## src/rtl/mac_tx_fcs_ctrl.sv

```systemverilog
// Purpose: TX frame sequencer; forwards framer bytes, zero-pads to MIN_FRAME_LEN, appends Ethernet FCS, enforces IFG.
// Latency: 0 cycles in DATA (combinational pass-through); one IDLE bubble per frame; IFG_CYCLES idle cycles after FCS.
// Backpressure: m_tready gates every byte; PAD/FCS hold m_tvalid/m_tdata until accepted; DATA passes ready upstream.
module mac_tx_fcs_ctrl #(
  parameter int MIN_FRAME_LEN = 60,
  parameter int IFG_CYCLES    = 12,
  parameter int LEN_WIDTH     = 16
) (
  input  logic                 clk,
  input  logic                 rst_n,
  input  logic [7:0]           s_tdata,
  input  logic                 s_tvalid,
  output logic                 s_tready,
  input  logic                 s_tlast,
  input  logic                 s_tuser,
  output logic [7:0]           m_tdata,
  output logic                 m_tvalid,
  input  logic                 m_tready,
  output logic                 m_tlast,
  output logic                 crc_clr,
  output logic                 crc_valid,
  output logic [7:0]           crc_data,
  input  logic [31:0]          crc_state,
  output logic                 frame_done,
  output logic [LEN_WIDTH-1:0] frame_len
);

  localparam int IFG_W = (IFG_CYCLES > 1) ? $clog2(IFG_CYCLES) : 1;

  typedef enum logic [2:0] {
    ST_IDLE,
    ST_DATA,
    ST_PAD,
    ST_FCS,
    ST_IFG
  } state_t;

  state_t               r_state;
  logic [LEN_WIDTH-1:0] r_byte_cnt;
  logic [LEN_WIDTH-1:0] r_frame_len;
  logic [1:0]           r_fcs_idx;
  logic                 r_bad;
  logic [IFG_W-1:0]     r_ifg_cnt;

  // Unsaturated count+1 decides pad/FCS; the stored counter saturates at all-ones.
  logic [LEN_WIDTH:0]   w_cnt_plus1;
  logic [LEN_WIDTH-1:0] w_cnt_sat;
  logic [LEN_WIDTH+2:0] w_len_plus4;
  logic [LEN_WIDTH-1:0] w_len_sat;
  logic                 w_pad_done;

  assign w_cnt_plus1 = {1'b0, r_byte_cnt} + {{LEN_WIDTH{1'b0}}, 1'b1};
  assign w_cnt_sat   = w_cnt_plus1[LEN_WIDTH] ? '1 : w_cnt_plus1[LEN_WIDTH-1:0];
  assign w_len_plus4 = {3'b000, r_byte_cnt} + (LEN_WIDTH+3)'(4);
  assign w_len_sat   = (|w_len_plus4[LEN_WIDTH+2:LEN_WIDTH]) ? '1 : w_len_plus4[LEN_WIDTH-1:0];
  assign w_pad_done  = (w_cnt_plus1 >= (LEN_WIDTH+1)'(MIN_FRAME_LEN));
  assign frame_len   = r_frame_len;

  // Handshake and CRC-engine drive decoded from state; DATA must be a zero-latency pass-through.
  always_comb begin
    s_tready   = 1'b0;
    m_tdata    = 8'h00;
    m_tvalid   = 1'b0;
    m_tlast    = 1'b0;
    crc_clr    = 1'b0;
    crc_valid  = 1'b0;
    crc_data   = 8'h00;
    frame_done = 1'b0;
    case (r_state)
      ST_IDLE: crc_clr = 1'b1;
      ST_DATA: begin
        m_tdata   = s_tdata;
        m_tvalid  = s_tvalid;
        s_tready  = m_tready;
        crc_data  = s_tdata;
        crc_valid = s_tvalid & m_tready;
      end
      ST_PAD: begin
        m_tvalid  = 1'b1;
        crc_valid = m_tready;
      end
      ST_FCS: begin
        // Engine already holds the final (XORed) CRC: its last update was the previous edge.
        m_tvalid   = 1'b1;
        m_tdata    = crc_state[{r_fcs_idx, 3'b000} +: 8] ^ {8{r_bad}};
        m_tlast    = (r_fcs_idx == 2'd3);
        frame_done = (r_fcs_idx == 2'd3) & m_tready;
      end
      default: crc_clr = 1'b1;
    endcase
  end

  // Frame sequencer: state, byte counter, FCS index, bad flag, IFG timer and frame length.
  always_ff @(posedge clk) begin
    if (!rst_n) begin
      r_state     <= ST_IDLE;
      r_byte_cnt  <= '0;
      r_frame_len <= '0;
      r_fcs_idx   <= 2'd0;
      r_bad       <= 1'b0;
      r_ifg_cnt   <= '0;
    end else begin
      case (r_state)
        ST_IDLE: begin
          if (s_tvalid) begin
            r_state    <= ST_DATA;
            r_byte_cnt <= '0;
          end
        end
        ST_DATA: begin
          if (s_tvalid && m_tready) begin
            r_byte_cnt <= w_cnt_sat;
            if (s_tlast) begin
              r_bad     <= s_tuser;
              r_fcs_idx <= 2'd0;
              r_state   <= w_pad_done ? ST_FCS : ST_PAD;
            end
          end
        end
        ST_PAD: begin
          if (m_tready) begin
            r_byte_cnt <= w_cnt_sat;
            if (w_pad_done) begin
              r_fcs_idx <= 2'd0;
              r_state   <= ST_FCS;
            end
          end
        end
        ST_FCS: begin
          if (m_tready) begin
            r_fcs_idx <= r_fcs_idx + 2'd1;
            if (r_fcs_idx == 2'd3) begin
              r_frame_len <= w_len_sat;
              r_ifg_cnt   <= '0;
              r_state     <= (IFG_CYCLES == 0) ? ST_IDLE : ST_IFG;
            end
          end
        end
        ST_IFG: begin
          if (r_ifg_cnt == IFG_W'(IFG_CYCLES - 1)) begin
            r_state <= ST_IDLE;
          end else begin
            r_ifg_cnt <= r_ifg_cnt + IFG_W'(1);
          end
        end
        default: r_state <= ST_IDLE;
      endcase
    end
  end

endmodule

```

## config.mk

```make
export PLATFORM = sky130hd
export DESIGN_NAME = mac_tx_fcs_ctrl
export DESIGN_NICKNAME = d
export VERILOG_FILES = /design/src/rtl/mac_tx_fcs_ctrl.sv
export SDC_FILE = /design/constraint.sdc
export NUM_CORES = 1
export LEC_CHECK = 0
export BUFFER_PORTS_ARGS = -buffer_cell sky130_fd_sc_hd__buf_2
export CAP_MARGIN = 20
export CORE_MARGIN = 8
export CORE_UTILIZATION = 30
export DETAILED_ROUTE_END_ITERATION = 12
export SYNTH_ARGS = -nofsm -noshare
export SYNTH_HDL_FRONTEND = slang
export SYNTH_SLANG_ARGS = --single-unit
export TNS_END_PERCENT = 20
```

## constraint.sdc

```tcl
create_clock -name clk -period 3.75 [get_ports clk]
set_clock_uncertainty 0.2 [all_clocks]
set_input_delay 0.5625 -clock clk [delete_from_list [all_inputs] [get_ports clk]]
set_output_delay 0.5625 -clock clk [all_outputs]
set_load 0.02 [all_outputs]
```

Word-level counts from Yosys, hierarchy flattened

Index checks and enable logic that the tools add are counted.

Multiplexer cells: 34
Add/subtract/negate cells: 4
Magnitude comparators: 1
Bitwise gates (word level): 3
Shift-type cells: 1
Equal/unequal tests: 15
Reductions and logical operators: 14

Operators by type and width:

| operator                                                           | number |
|---|---|
| two-way mux 16 bit                                                 | 5 |
| case mux 16 bit (3 select lines)                                   | 1 |
| indexed part select 32 x 6 -> 8 bit                                | 1 |
| two-way mux 3 bit                                                  | 8 |
| != test 2 bit, second input constant                               | 9 |
| adder 16 x 1 -> 17 bit, second input constant                      | 1 |
| adder 16 x 3 -> 17 bit, second input constant                      | 1 |
| greater-or-equal comparator 17 x 6 -> 1 bit, second input constant | 1 |
| case mux 8 bit (2 select lines)                                    | 1 |
| case mux 3 bit (5 select lines)                                    | 1 |
| two-way mux 4 bit                                                  | 3 |
| two-way mux 2 bit                                                  | 5 |
| two-way mux 8 bit                                                  | 1 |
| case mux 4 bit (2 select lines)                                    | 1 |
| AND reduction 4 bit                                                | 2 |
| AND reduction 8 bit                                                | 1 |
| XOR 8 bit                                                          | 1 |
| equality test 3 x 2 -> 1 bit, second input constant                | 2 |
| case mux 2 bit (3 select lines)                                    | 1 |
| AND reduction 3 bit                                                | 2 |
| AND reduction 6 bit                                                | 1 |
| nonzero test 3 bit                                                 | 2 |
| OR reduction 3 bit                                                 | 2 |
| two-way mux 1 bit                                                  | 5 |
| 12 further kinds                                                   | 14 |

Output and inout bits: 38
Bits in registers: 42
Word-level logic and storage cells: 78
Input port bits: 46

Logic depth before layout (Yosys ltp)

Depth after elaboration: 6
Gate-level depth with buffers: 9

Worst setup path before layout

No wires, ideal clock.

Path kind: register to output
Start: reg r_fcs_idx[0]
End: out m_tdata[0]
Setup slack: 1.146 ns
Required time: 2.987 ns
Cell stages (with the launch flop): 5
Data arrival time: 1.841 ns
Cells stage by stage: dfxtp_1 -> clkbuf_1 -> mux4_2 -> xnor2_1 -> o21bai_1

Cells in the longest elaborated chain, start to end: 3

Ends and longest elaborated chain:

| what                                | RTL line | RTL |
|---|---|---|
| start, declared                     | 41       | `logic [1:0] r_fcs_idx;` |
| start signal, assigned              | 131      | `r_fcs_idx <= r_fcs_idx + 2'd1;` |
| indexed part select 32 x 6 -> 8 bit | 85       | `m_tdata = crc_state[{r_fcs_idx, 3'b000} +: 8] ^ {8{r_bad}};` |
| XOR 8 bit                           | 85       |  |
| case mux 8 bit (2 select lines)     | 69       | `case (r_state)` |
| end, declared                       | 16       | `output logic [7:0] m_tdata,` |

No other way between the ends.

Worst setup path in the final report

Start: reg r_state[1]
End: out crc_valid

Cells in the longest elaborated chain, start to end: 2

Ends and longest elaborated chain:

| what                                                                                | RTL line | RTL |
|---|---|---|
| start, declared                                                                     | 38       | `state_t r_state;` |
| start signal, assigned                                                              | 116      | `r_state <= w_pad_done ? ST_FCS : ST_PAD;` |
| start signal, assigned                                                              | 135      | `r_state <= (IFG_CYCLES == 0) ? ST_IDLE : ST_IFG;` |
| equality test 3 x 2 -> 1 bit / equality test 3 x 1 -> 1 bit (equally long branches) | 69       |  |
| case mux 1 bit (2 select lines) (*)                                                 | 69       |  |
| end, declared                                                                       | 21       | `output logic crc_valid,` |

Every way passes the cells marked *; elsewhere a longest branch is shown, timed or not.

==> impl_metrics.yaml <==
die:
  die_w_um: 112.3
  start_util_pct: 30.54
  die_area_sq_um: 12610
  die_height_um: 112.3
  pin_count: 84
  core-area_sq_um: 9109
  num_rows: 35
logic_synthesis:
  postSynthAreaPerCell_sq_um: 7.902
  synth_area_leaders: "dfxtp_1 30%, a21oi_1 7.6%, xnor2_1 6.6%"
  ys_async_sr_fraction_pct: 0
  synthSimpleGateAreaFrac_pct: 24.47
  syn_nets: 402
  ys.flop_type: "dfxtp_1"
  synthAdderAreaFrac_pct: 1.799
  synth_edf_count: 0
  synth_top_area_share_pct: 30.23
  synthMuxAreaShare_pct: 7.557
  ys_seq_area_share_pct: 30.23
  synth_compound_area_share_pct: 22.18
  synthXorXnorAreaFrac_pct: 8.817
  yosysWarningCount: 0
  synth_top_area_cell: "dfxtp_1"
  synth_cells: 352
  synthDistinctLibCells: 47
  synth_top_family_by_area: "simple AND/OR/NAND/NOR gates"
  ys_ff_latch: 42
  syn_area_sq_um: 2781
timing:
  fin_crit_sh_pct: 84.34
  fmax_mhz: 316.2
  finalHoldViolations: 0
  grt_setup_unrepaired: "false"
  finalSetupViolCount: 0
  tns_ns: 0
  slew_headroom_pct: 47.49
  drv_slew: 0
  worst_slew_pin_slew_ns: 0.7847
  period_minus_slack_ns: 3.163
clock_network:
  path_clk_slew_ns: 0.07
  cts.repair.resized: 0
  clockBufferDepth: 2
  root_buffer: "clkbuf_8"
  post-cts-setup-buffer-count: 0
  cts-buffers-inserted: 5
  cts_sinks: 42
  htreeDepth: 2
  hold_buffers: 0
  worstSkewPairLatency_ns: 0.29
  cts_tree: "done"
detailed_routing:
  viasPerCell: 5.230
  wirelength_um: 8027
  drtPass1Iterations: 5
  drt_iter0_drc: 257
  vias: 2746
  drc_errors: 0
  ant_nets: 0
  wl_per_cell_um: 15.29
grt:
  grt_antenna_before_repair: 0
  grt_max_degree: 25
  grt_pass1_wl_um: 12810
  grt_pass1_vias: 2543
  grt.overflow.total: 0
  grt_usage_pct: 12.17
setup_path:
  crit_family: "simple AND/OR/NAND/NOR gates"
  critical_path_required_ns: 2.99
  cp_slowest_cell: "or3b_2"
  cp-start-kind: "flop"
  cp-end-kind: "output port"
  r2r_end: "r_fcs_idx[1]"
  crit_fanout: 17
  crit_chain: "nor2b_1 -> a21oi_1 -> or3b_2 -> inv_1 -> buf_2"
  crit_arrival_ns: 2.40
  path_depth: 5
  reg2reg_depth: 8
  cpPeakStageDelay_ns: 0.65
  critical_path_class: "flop to output port"
  critical_path.reg2reg.startpoint: "r_byte_cnt[0]"
  rrSetupSlack_ns: 1.09
  crit_buf_inv: 2
cells_and_area:
  stdcell_count: 525
  fin_nets: 465
  diodes: 0
  mostFrequentLayoutCells: "83 x buf_2, 42 x a21oi_1, 42 x dfxtp_1"
  stdcell_area_sq_um: 3299
  layout-drive-gt1-share_pct: 26.33
  area_growth_pct: 18.62
  final_core_util_pct: 36.22
  final_common_cell: "buf_2"
placed_design:
  hpwl_um: 6087
  port_buffers: 83
  place_area_sq_um: 3217
  post-place-cells: 519
  place_congestion: 0.8855
power:
  p_total_w: 0.001186
  power.density_nw_per_um2: 359.4
  peakVddDrop_mv: 0.1149
  leakage_nw: 1.317
min_path:
  hp-start: "frame_len[12]"
  hp-class: "flop to flop"
  whs_path_depth: 2
  min_to: "frame_len[12]"
status:
  status: "completed"
flow_run:
  max-cap-violations: 0
cell type report:
cell class | instances | area [sq um]
fillers | 962 | 5809
multi-input cells | 278 | 1803
repair buffers | 83 | 415.4
flip-flops and latches | 42 | 840.8
clock buffers | 6 | 82.58
well taps | 111 | 138.9
inverters | 5 | 18.77
tightest hold or removal path: stages (launching register included):
cell and delay (ns):
dfxtp_1 0.31, nand2_1 0.05, a21oi_1 0.05
where the power goes:
| part | internal, W | leakage (nW) | switching (W) | total (W) |
|---|---|---|---|---|
| sequential | 0.000458 | 0.339 | 0.0000319 | 0.000490 |
| clock | 0.000142 | 0.0431 | 0.000143 | 0.000285 |
| combinational | 0.000160 | 0.935 | 0.000251 | 0.000411 |
| total | 0.000760 | 1.32 | 0.000426 | 0.00119 |
synthesized netlist by cell type (2+ instances only):
| library cell | number |
|---|---|
| a21oi_1 | 42 |
| dfxtp_1 | 42 |
| o21ai_0 | 36 |
| nor2_1 | 34 |
| nand2_1 | 30 |
| xnor2_1 | 21 |
| clkbuf_1 | 14 |
| buf_2 | 11 |
| and2_1 | 10 |
| nand3_1 | 9 |
| o21bai_1 | 9 |
| mux4_2 | 8 |
| nand4_1 | 8 |
| xor2_1 | 7 |
| nor2b_1 | 6 |
| and3_1 | 5 |
| a21o_1 | 4 |
| and4_1 | 4 |
| ha_1 | 4 |
| inv_1 | 4 |
| nor3_1 | 4 |
| mux2i_1 | 3 |
| nand2b_1 | 3 |
| o221a_2 | 3 |
| o22ai_1 | 3 |
| or2_2 | 3 |
| nand3b_1 | 2 |
| nor4_1 | 2 |
| nor4_2 | 2 |
| o211ai_1 | 2 |
flip-flops by register name, indices dropped and copies added, names as in the netlist:
signal      flops
r_state         3
r_bad           1
r_ifg_cnt       4
r_fcs_idx       2
frame_len      16
r_byte_cnt     16
kinds of logic (layout without fill, tap and decap cells):
group           after synthesis  after routing
buf+inv                      32             94
mux                          11             11
fa+ha+maj                     4              4
simple gates                129            129
xor+xnor                     28             28
compound gates              106            106
flops                        42             42
worst max path at each step:
stage | endpoint | startpoint | slack [ns]
final | crc_valid | r_state[1] | 0.59
after detailed placement | crc_valid | s_tvalid | 0.85
after CTS | crc_valid | r_state[1] | 0.60
after global routing | crc_valid | r_state[1] | 0.44
after global placement | crc_valid | s_tvalid | 0.86
after floorplan | m_tdata[0] | r_fcs_idx[0] | 1.15
per-stage QoR:
stage          setup slack, ns  hold WS [ns]
2_1_floorplan            1.146        0.2651
3_3_place_gp            0.8638        0.2497
3_5_place_dp            0.8489        0.2541
4_1_cts                 0.6022        0.2627
5_1_grt                 0.4407        0.2876
6_report                0.5873        0.2546
metal layers:
layer | global-route usage [%] | up-vias | wire (um)
met3 | 3.328 | 9 | 452
met5 | 0 | - | 0
met1 | 14.38 | 1286 | 3533
li1 | - | 1380 | -
met4 | 3.777 | 0 | 116
met2 | 20.92 | 71 | 3925
Power figures use the tool's default switching activity.
